--- config.mk ---
export PLATFORM = sky130hd
export DESIGN_NAME = fp_operand_classifier
export DESIGN_NICKNAME = d
export VERILOG_FILES = /design/src/rtl/fp_pkg.sv /design/src/rtl/fp_class_decode.sv /design/src/rtl/fp_operand_classifier.sv
export SDC_FILE = /design/constraint.sdc
export NUM_CORES = 1
export LEC_CHECK = 0
export ABC_AREA = 0
export CAP_MARGIN = 20
export CORE_MARGIN = 8
export CORE_UTILIZATION = 30
export CTS_BUF_LIST = sky130_fd_sc_hd__clkbuf_4 sky130_fd_sc_hd__clkbuf_8 sky130_fd_sc_hd__clkbuf_16
export CTS_CLUSTER_DIAMETER = 150
export CTS_CLUSTER_SIZE = 20
export DETAILED_ROUTE_END_ITERATION = 7
export HOLD_SLACK_MARGIN = 0.05
export MAX_ROUTING_LAYER = met4
export PLACE_DENSITY = 0.53
export SETUP_SLACK_MARGIN = 0.15
export SLEW_MARGIN = 20
export SYNTH_ARGS = -nofsm -noshare
export SYNTH_HDL_FRONTEND = slang
export SYNTH_HIERARCHICAL = 1
export SYNTH_SLANG_ARGS = --single-unit
--- constraint.sdc ---
create_clock -name clk -period 1.66 [get_ports clk]
set_clock_uncertainty 0.2 [all_clocks]
set_input_delay 0.332 -clock clk [delete_from_list [all_inputs] [get_ports clk]]
set_output_delay 0.332 -clock clk [all_outputs]
set_load 0.1 [all_outputs]
--- src/rtl/fp_pkg.sv ---
// fp_pkg: shared constants and helpers for single-precision operand
// classification.
//   - Flag bit indices for the 6-bit class vector consumed by the FP compare unit.
//   - Bit indices for the RISC-V FCLASS.S mask.
//   - A field-split helper that reduces a 32-bit operand to the few decode bits
//     the classifier needs. Stage S1 registers these bits.
package fp_pkg;

    // Class-flag vector layout (one-hot)
    localparam int FLAGS_W   = 6;
    localparam int FLAG_SNAN = 5;
    localparam int FLAG_QNAN = 4;
    localparam int FLAG_INF  = 3;
    localparam int FLAG_ZERO = 2;
    localparam int FLAG_SUB  = 1;
    localparam int FLAG_NORM = 0;

    // IEEE-754 single-precision field positions
    localparam int         EXP_MSB  = 30;
    localparam int         EXP_LSB  = 23;
    localparam int         MAN_W    = 23;
    localparam int         SIGN_BIT = 31;
    localparam logic [7:0] EXP_ALL1 = 8'hFF;
    localparam logic [7:0] EXP_ALL0 = 8'h00;

    // FCLASS.S mask layout (one-hot)
    localparam int FCLASS_W    = 10;
    localparam int FC_NEG_INF  = 0;
    localparam int FC_NEG_NORM = 1;
    localparam int FC_NEG_SUB  = 2;
    localparam int FC_NEG_ZERO = 3;
    localparam int FC_POS_ZERO = 4;
    localparam int FC_POS_SUB  = 5;
    localparam int FC_POS_NORM = 6;
    localparam int FC_POS_INF  = 7;
    localparam int FC_SNAN     = 8;
    localparam int FC_QNAN     = 9;

    // Minimal field decode of one operand; everything downstream derives from it
    typedef struct packed {
        logic sign;
        logic exp_all1;
        logic exp_all0;
        logic man_zero;
        logic man_msb;
    } fp_fields_t;

    function automatic fp_fields_t fp_split(input logic [31:0] op);
        fp_fields_t f;
        f.sign     = op[SIGN_BIT];
        f.exp_all1 = (op[EXP_MSB:EXP_LSB] == EXP_ALL1);
        f.exp_all0 = (op[EXP_MSB:EXP_LSB] == EXP_ALL0);
        f.man_zero = (op[MAN_W-1:0] == {MAN_W{1'b0}});
        f.man_msb  = op[MAN_W-1];
        return f;
    endfunction

endpackage

--- src/rtl/fp_class_decode.sv ---
// fp_class_decode: purely combinational classifier for one single-precision
// operand, working from the pre-split field decode of its 32 bits.
// Ports:
//   fields_i  field decode of the operand (sign, exp all-ones/all-zeros,
//             mantissa zero, mantissa MSB)
//   flags_o   6-bit one-hot class flags (sNaN/qNaN/inf/zero/sub/normal)
//   fclass_o  10-bit one-hot RISC-V FCLASS.S mask
module fp_class_decode
    import fp_pkg::*;
(
    input  fp_fields_t            fields_i,
    output logic [FLAGS_W-1:0]    flags_o,
    output logic [FCLASS_W-1:0]   fclass_o
);

    // Exactly one flag and one FCLASS bit are set for any encoding.
    // The NaN cases ignore the sign bit.
    always_comb begin
        flags_o  = {FLAGS_W{1'b0}};
        fclass_o = {FCLASS_W{1'b0}};
        if (fields_i.exp_all1) begin
            if (fields_i.man_zero) begin
                flags_o[FLAG_INF] = 1'b1;
                if (fields_i.sign) begin
                    fclass_o[FC_NEG_INF] = 1'b1;
                end else begin
                    fclass_o[FC_POS_INF] = 1'b1;
                end
            end else if (fields_i.man_msb) begin
                flags_o[FLAG_QNAN] = 1'b1;
                fclass_o[FC_QNAN]  = 1'b1;
            end else begin
                flags_o[FLAG_SNAN] = 1'b1;
                fclass_o[FC_SNAN]  = 1'b1;
            end
        end else if (fields_i.exp_all0) begin
            if (fields_i.man_zero) begin
                flags_o[FLAG_ZERO] = 1'b1;
                if (fields_i.sign) begin
                    fclass_o[FC_NEG_ZERO] = 1'b1;
                end else begin
                    fclass_o[FC_POS_ZERO] = 1'b1;
                end
            end else begin
                flags_o[FLAG_SUB] = 1'b1;
                if (fields_i.sign) begin
                    fclass_o[FC_NEG_SUB] = 1'b1;
                end else begin
                    fclass_o[FC_POS_SUB] = 1'b1;
                end
            end
        end else begin
            flags_o[FLAG_NORM] = 1'b1;
            if (fields_i.sign) begin
                fclass_o[FC_NEG_NORM] = 1'b1;
            end else begin
                fclass_o[FC_POS_NORM] = 1'b1;
            end
        end
    end

endmodule

--- src/rtl/fp_operand_classifier.sv ---
// fp_operand_classifier: two-stage pipelined operand classifier that feeds
// the FP compare unit.
//   S1 registers the operands, the tag and the per-operand field decode.
//   S2 registers the class flags, the FCLASS.S mask of a, the operands and
//   the tag. Every out_* port comes straight from an S2 flop.
// Ports:
//   clk, rst       clock, synchronous active-high reset
//   flush          synchronous kill of every in-flight entry; an input
//                  offered in the same cycle is dropped
//   in_valid/in_ready, in_a, in_b, in_tag     upstream handshake and payload
//   out_valid/out_ready                       downstream handshake
//   out_a, out_b   operands, unmodified
//   out_a_flags, out_b_flags   6-bit class flags
//   out_a_fclass   FCLASS.S mask of a
//   out_tag        passthrough tag
module fp_operand_classifier
    import fp_pkg::*;
#(
    parameter int unsigned TAG_W = 5
) (
    input  logic                  clk,
    input  logic                  rst,
    input  logic                  flush,
    input  logic                  in_valid,
    output logic                  in_ready,
    input  logic [31:0]           in_a,
    input  logic [31:0]           in_b,
    input  logic [TAG_W-1:0]      in_tag,
    output logic                  out_valid,
    input  logic                  out_ready,
    output logic [31:0]           out_a,
    output logic [31:0]           out_b,
    output logic [FLAGS_W-1:0]    out_a_flags,
    output logic [FLAGS_W-1:0]    out_b_flags,
    output logic [FCLASS_W-1:0]   out_a_fclass,
    output logic [TAG_W-1:0]      out_tag
);

    // Stage S1 state
    logic                  s1_v_q,     s1_v_d;
    logic [31:0]           s1_a_q,     s1_a_d;
    logic [31:0]           s1_b_q,     s1_b_d;
    logic [TAG_W-1:0]      s1_tag_q,   s1_tag_d;
    fp_fields_t            s1_a_fld_q, s1_a_fld_d;
    fp_fields_t            s1_b_fld_q, s1_b_fld_d;

    // Stage S2 state (drives the outputs)
    logic                  s2_v_q,       s2_v_d;
    logic [31:0]           s2_a_q,       s2_a_d;
    logic [31:0]           s2_b_q,       s2_b_d;
    logic [TAG_W-1:0]      s2_tag_q,     s2_tag_d;
    logic [FLAGS_W-1:0]    s2_a_flags_q, s2_a_flags_d;
    logic [FLAGS_W-1:0]    s2_b_flags_q, s2_b_flags_d;
    logic [FCLASS_W-1:0]   s2_a_fc_q,    s2_a_fc_d;

    // Handshake and decode nets
    logic                  s1_adv_s;
    logic                  s2_adv_s;
    logic                  s1_load_s;
    logic                  s2_load_s;
    logic [FLAGS_W-1:0]    a_flags_s;
    logic [FLAGS_W-1:0]    b_flags_s;
    logic [FCLASS_W-1:0]   a_fclass_s;
    // b's FCLASS mask has no consumer; the compare unit needs only b's flags
    logic [FCLASS_W-1:0]   b_fclass_unused_s;

    fp_class_decode u_dec_a (
        .fields_i (s1_a_fld_q),
        .flags_o  (a_flags_s),
        .fclass_o (a_fclass_s)
    );

    fp_class_decode u_dec_b (
        .fields_i (s1_b_fld_q),
        .flags_o  (b_flags_s),
        .fclass_o (b_fclass_unused_s)
    );

    // Advance conditions. A flush blocks both data loads so that killed
    // entries never overwrite the held output payload.
    always_comb begin
        s2_adv_s  = ~s2_v_q | out_ready;
        s1_adv_s  = ~s1_v_q | s2_adv_s;
        s1_load_s = s1_adv_s & in_valid & ~flush;
        s2_load_s = s2_adv_s & s1_v_q & ~flush;
    end

    // in_ready is forced high during reset so that upstream never stalls on a
    // pipeline that is about to be emptied.
    always_comb begin
        in_ready  = rst | s1_adv_s;
        out_valid = s2_v_q;
    end

    // Next-state for the valid bits; a flush empties both stages
    always_comb begin
        s1_v_d = s1_v_q;
        s2_v_d = s2_v_q;
        if (flush) begin
            s1_v_d = 1'b0;
            s2_v_d = 1'b0;
        end else begin
            if (s1_adv_s) begin
                s1_v_d = in_valid;
            end else begin
                s1_v_d = s1_v_q;
            end
            if (s2_adv_s) begin
                s2_v_d = s1_v_q;
            end else begin
                s2_v_d = s2_v_q;
            end
        end
    end

    // Next-state for the S1 payload: capture operands, tag and field decode
    always_comb begin
        s1_a_d     = s1_a_q;
        s1_b_d     = s1_b_q;
        s1_tag_d   = s1_tag_q;
        s1_a_fld_d = s1_a_fld_q;
        s1_b_fld_d = s1_b_fld_q;
        if (s1_load_s) begin
            s1_a_d     = in_a;
            s1_b_d     = in_b;
            s1_tag_d   = in_tag;
            s1_a_fld_d = fp_split(in_a);
            s1_b_fld_d = fp_split(in_b);
        end else begin
            s1_a_d     = s1_a_q;
            s1_b_d     = s1_b_q;
            s1_tag_d   = s1_tag_q;
            s1_a_fld_d = s1_a_fld_q;
            s1_b_fld_d = s1_b_fld_q;
        end
    end

    // Next-state for the S2 payload: final classification plus passthrough
    always_comb begin
        s2_a_d       = s2_a_q;
        s2_b_d       = s2_b_q;
        s2_tag_d     = s2_tag_q;
        s2_a_flags_d = s2_a_flags_q;
        s2_b_flags_d = s2_b_flags_q;
        s2_a_fc_d    = s2_a_fc_q;
        if (s2_load_s) begin
            s2_a_d       = s1_a_q;
            s2_b_d       = s1_b_q;
            s2_tag_d     = s1_tag_q;
            s2_a_flags_d = a_flags_s;
            s2_b_flags_d = b_flags_s;
            s2_a_fc_d    = a_fclass_s;
        end else begin
            s2_a_d       = s2_a_q;
            s2_b_d       = s2_b_q;
            s2_tag_d     = s2_tag_q;
            s2_a_flags_d = s2_a_flags_q;
            s2_b_flags_d = s2_b_flags_q;
            s2_a_fc_d    = s2_a_fc_q;
        end
    end

    // Pipeline registers; data flops are cleared on reset so outputs read 0
    always_ff @(posedge clk) begin
        if (rst) begin
            s1_v_q       <= 1'b0;
            s1_a_q       <= 32'h0000_0000;
            s1_b_q       <= 32'h0000_0000;
            s1_tag_q     <= {TAG_W{1'b0}};
            s1_a_fld_q   <= '0;
            s1_b_fld_q   <= '0;
            s2_v_q       <= 1'b0;
            s2_a_q       <= 32'h0000_0000;
            s2_b_q       <= 32'h0000_0000;
            s2_tag_q     <= {TAG_W{1'b0}};
            s2_a_flags_q <= {FLAGS_W{1'b0}};
            s2_b_flags_q <= {FLAGS_W{1'b0}};
            s2_a_fc_q    <= {FCLASS_W{1'b0}};
        end else begin
            s1_v_q       <= s1_v_d;
            s1_a_q       <= s1_a_d;
            s1_b_q       <= s1_b_d;
            s1_tag_q     <= s1_tag_d;
            s1_a_fld_q   <= s1_a_fld_d;
            s1_b_fld_q   <= s1_b_fld_d;
            s2_v_q       <= s2_v_d;
            s2_a_q       <= s2_a_d;
            s2_b_q       <= s2_b_d;
            s2_tag_q     <= s2_tag_d;
            s2_a_flags_q <= s2_a_flags_d;
            s2_b_flags_q <= s2_b_flags_d;
            s2_a_fc_q    <= s2_a_fc_d;
        end
    end

    // Outputs come directly from the S2 flops
    always_comb begin
        out_a        = s2_a_q;
        out_b        = s2_b_q;
        out_tag      = s2_tag_q;
        out_a_flags  = s2_a_flags_q;
        out_b_flags  = s2_b_flags_q;
        out_a_fclass = s2_a_fc_q;
    end

endmodule

==> results.toml <==
[grt]
grt_pass1_vias = 5919
grt_pass1_wl_um = 31800
track_usage = 0.160
grt_max_degree = 113
overflow = 0
antenna_found_initial = 1

[sta]
rsz0062_at_grt = "yes"
relSlewSlack = 0.629
setup-violations-final = 168
worstMarginPinSlew_ns = 0.556
layout_min_cycle_time_ns = 1.89
fmax_ghz = 0.529
drv_slew = 0
setup_tns_ns = -25.57
hold_viol = 0
setup_ws_ns = -0.232
final.period_utilization = 1.14

[job]
drv_cap = 0

[worst_setup_path]
crit_top_cell = "buf_12"
path_max_fanout = 8
path_cells = "buf_6 -> and2b_2 -> or3b_4 -> buf_12 -> buf_12 -> nand2_2 -> a21oi_1"
max_stage_delay_ns = 0.47
rrSetupSlack_ns = -0.23
crit_slowest_cell = "or3b_4"
start_kind = "flop"
crit_start = "out_valid$_SDFFE_PP0P_"
path_buf_inv = 3
arrival_ns = 1.97
crit_cells = 7
crit_family = "simple AND/OR/NAND/NOR gates"
rr_worst_depth = 7
crit_required_ns = 1.74
criticalPathCategory = "flop to flop"
cp-end-kind = "flop"
r2r_start = "out_valid$_SDFFE_PP0P_"

[clocking]
cts_max_level = 4
clockBufferDepth = 2
cts_buffers = 17
clkSlewWorstSetupHoldPaths_ns = 0.06
hold_buffers = 0
cts_tree = "yes"
root_buffer = "clkbuf_16"
cts.sinks = 168
clk_latency_ns = 0.42

[cells_and_area]
syn_to_final_growth_pct = 83.3
drive_above_1_share = 0.438
finish.utilization = 0.559
fill_cells = 1827
layout.nets = 1088

[place]
io_buffers = 166
routabilityCongestion = 0.746
dp_hpwl_um = 13200

[yosys]
synth_warnings = 6
synth_cells = 783
synth_nets = 857
syn-cell-area_um2 = 6170
avgSynthCellArea_um2 = 7.88

[die]
die_y_um = 159
dieArea_um2 = 25400
start_util = 0.305
std_cell_rows = 52
coreArea_um2 = 20200
die_w_um = 159
pin_count = 167

[detailed_routing]
detail_route.wl_per_cell_um = 15.9
wl_um = 20600
dr.pass1.iters = 4
dr_total_vias = 5992
final_antenna_net_count = 0
drt_iter0_markers = 225
drc_errors = 0
avgViaCountPerCell = 4.62

[run_status]
status = "finished, violations left"
violations = "negative setup slack"

[pwr]
ir_worst_vdd_mv = 0.705
p_per_area_nw_per_um2 = 795
p_leak_nw = 4.16

[worst_hold_path]
whs_path_depth = 3
hold_class = "input pin to flop"
hold_start = "rst"
## cell usage in the layout, fill, tap and decap left out, types with 2 or more instances in the layout
cell type / n
a21oi_1: 118
a21oi_2: 48
and2_2: 2
and3b_2: 6
and4_1: 2
buf_12: 107
buf_16: 5
buf_4: 65
buf_6: 18
buf_8: 7
clkbuf_16: 19
clkbuf_4: 2
clkbuf_8: 2
clkdlybuf4s50_1: 71
clkinv_2: 2
clkinv_4: 3
clkinvlp_4: 2
dfxtp_1: 117
dfxtp_2: 42
dfxtp_4: 9
nand2_1: 232
nand2_2: 64
nand2_4: 30
nand4_1: 6
nor2_1: 4
nor3_1: 5
nor3b_1: 3
nor3b_2: 2
nor3b_4: 2
nor4_1: 14
or3b_4: 2
## report_power, final
| part | internal [mW] | switching [mW] |
|---|---|---|
| clock | 2.18 | 1.63 |
| combinational | 0.506 | 0.508 |
| sequential | 4.11 | 0.0607 |
| total | 6.79 | 2.20 |
## through the flow
stage | area, um2 | std cells | setup slack (ns) | power (mW) | hold WS (ns)
after floorplan | 6410 | 783 | -0.215 | 4.63 | 0.201
after global placement | 9440 | 1215 | -0.589 | 5.05 | 0.242
after detailed placement | 9440 | 1215 | -0.644 | 5.06 | 0.245
after CTS | 10700 | 1287 | -0.228 | 8.98 | 0.153
after global routing | 11300 | 1297 | -0.272 | 9.34 | 0.194
final | 11300 | 1297 | -0.232 | 8.99 | 0.177
## final timing paths
check                                end
setup / recovery  out_a[17]$_SDFFE_PP0P_
hold / removal    out_a[15]$_SDFFE_PP0P_
setup reg to reg  out_a[17]$_SDFFE_PP0P_
hold reg to reg   out_b[31]$_SDFFE_PP0P_
## worst reg2reg max path, cell delays in order (launching register included)
cell	delay, ns
dfxtp_4	0.34
buf_6	0.11
and2b_2	0.22
or3b_4	0.47
buf_12	0.16
buf_12	0.15
nand2_2	0.06
a21oi_1	0.05
## cell type report
type / count / area [um2] / area share
Timing Repair Buffer: 276 / 3840 / 0.340
Sequential cell: 168 / 3450 / 0.305
Multi-Input combinational cell: 551 / 3110 / 0.275
Clock buffer: 21 / 468 / 0.0414
Tap cell: 270 / 338 / 0.0299
Clock inverter: 10 / 96.3 / 0.00852
Antenna cell: 1 / 2.50 / 0.000221
## sequential cells by signal, indices dropped and copies added, names as in the netlist
| signal | cells |
|---|---|
| out_a | 32 |
| out_a_fclass | 10 |
| out_a_flags | 6 |
| out_b | 32 |
| out_b_flags | 6 |
| out_tag | 5 |
| out_valid | 1 |
| s1_a_fld_q | 3 |
| s1_a_q | 32 |
| s1_b_fld_q | 3 |
| s1_b_q | 32 |
| s1_tag_q | 5 |
| s1_v_q | 1 |
## metal layers
metal  wire length, um  global-route usage
met4               247              0.0489
met2              9890               0.255
met3               681              0.0331
met5                 0                   -
met1              9750               0.200
## what timing repair did
action | in CTS | in global routing
pin swaps | 37 | 68
cloned | 5 | 3
endpoints found under the setup margin | 259 | 258
resized for setup | 109 | 137
setup buffers | 36 | 6
Note: power is estimated with default switching activity, not from simulation.
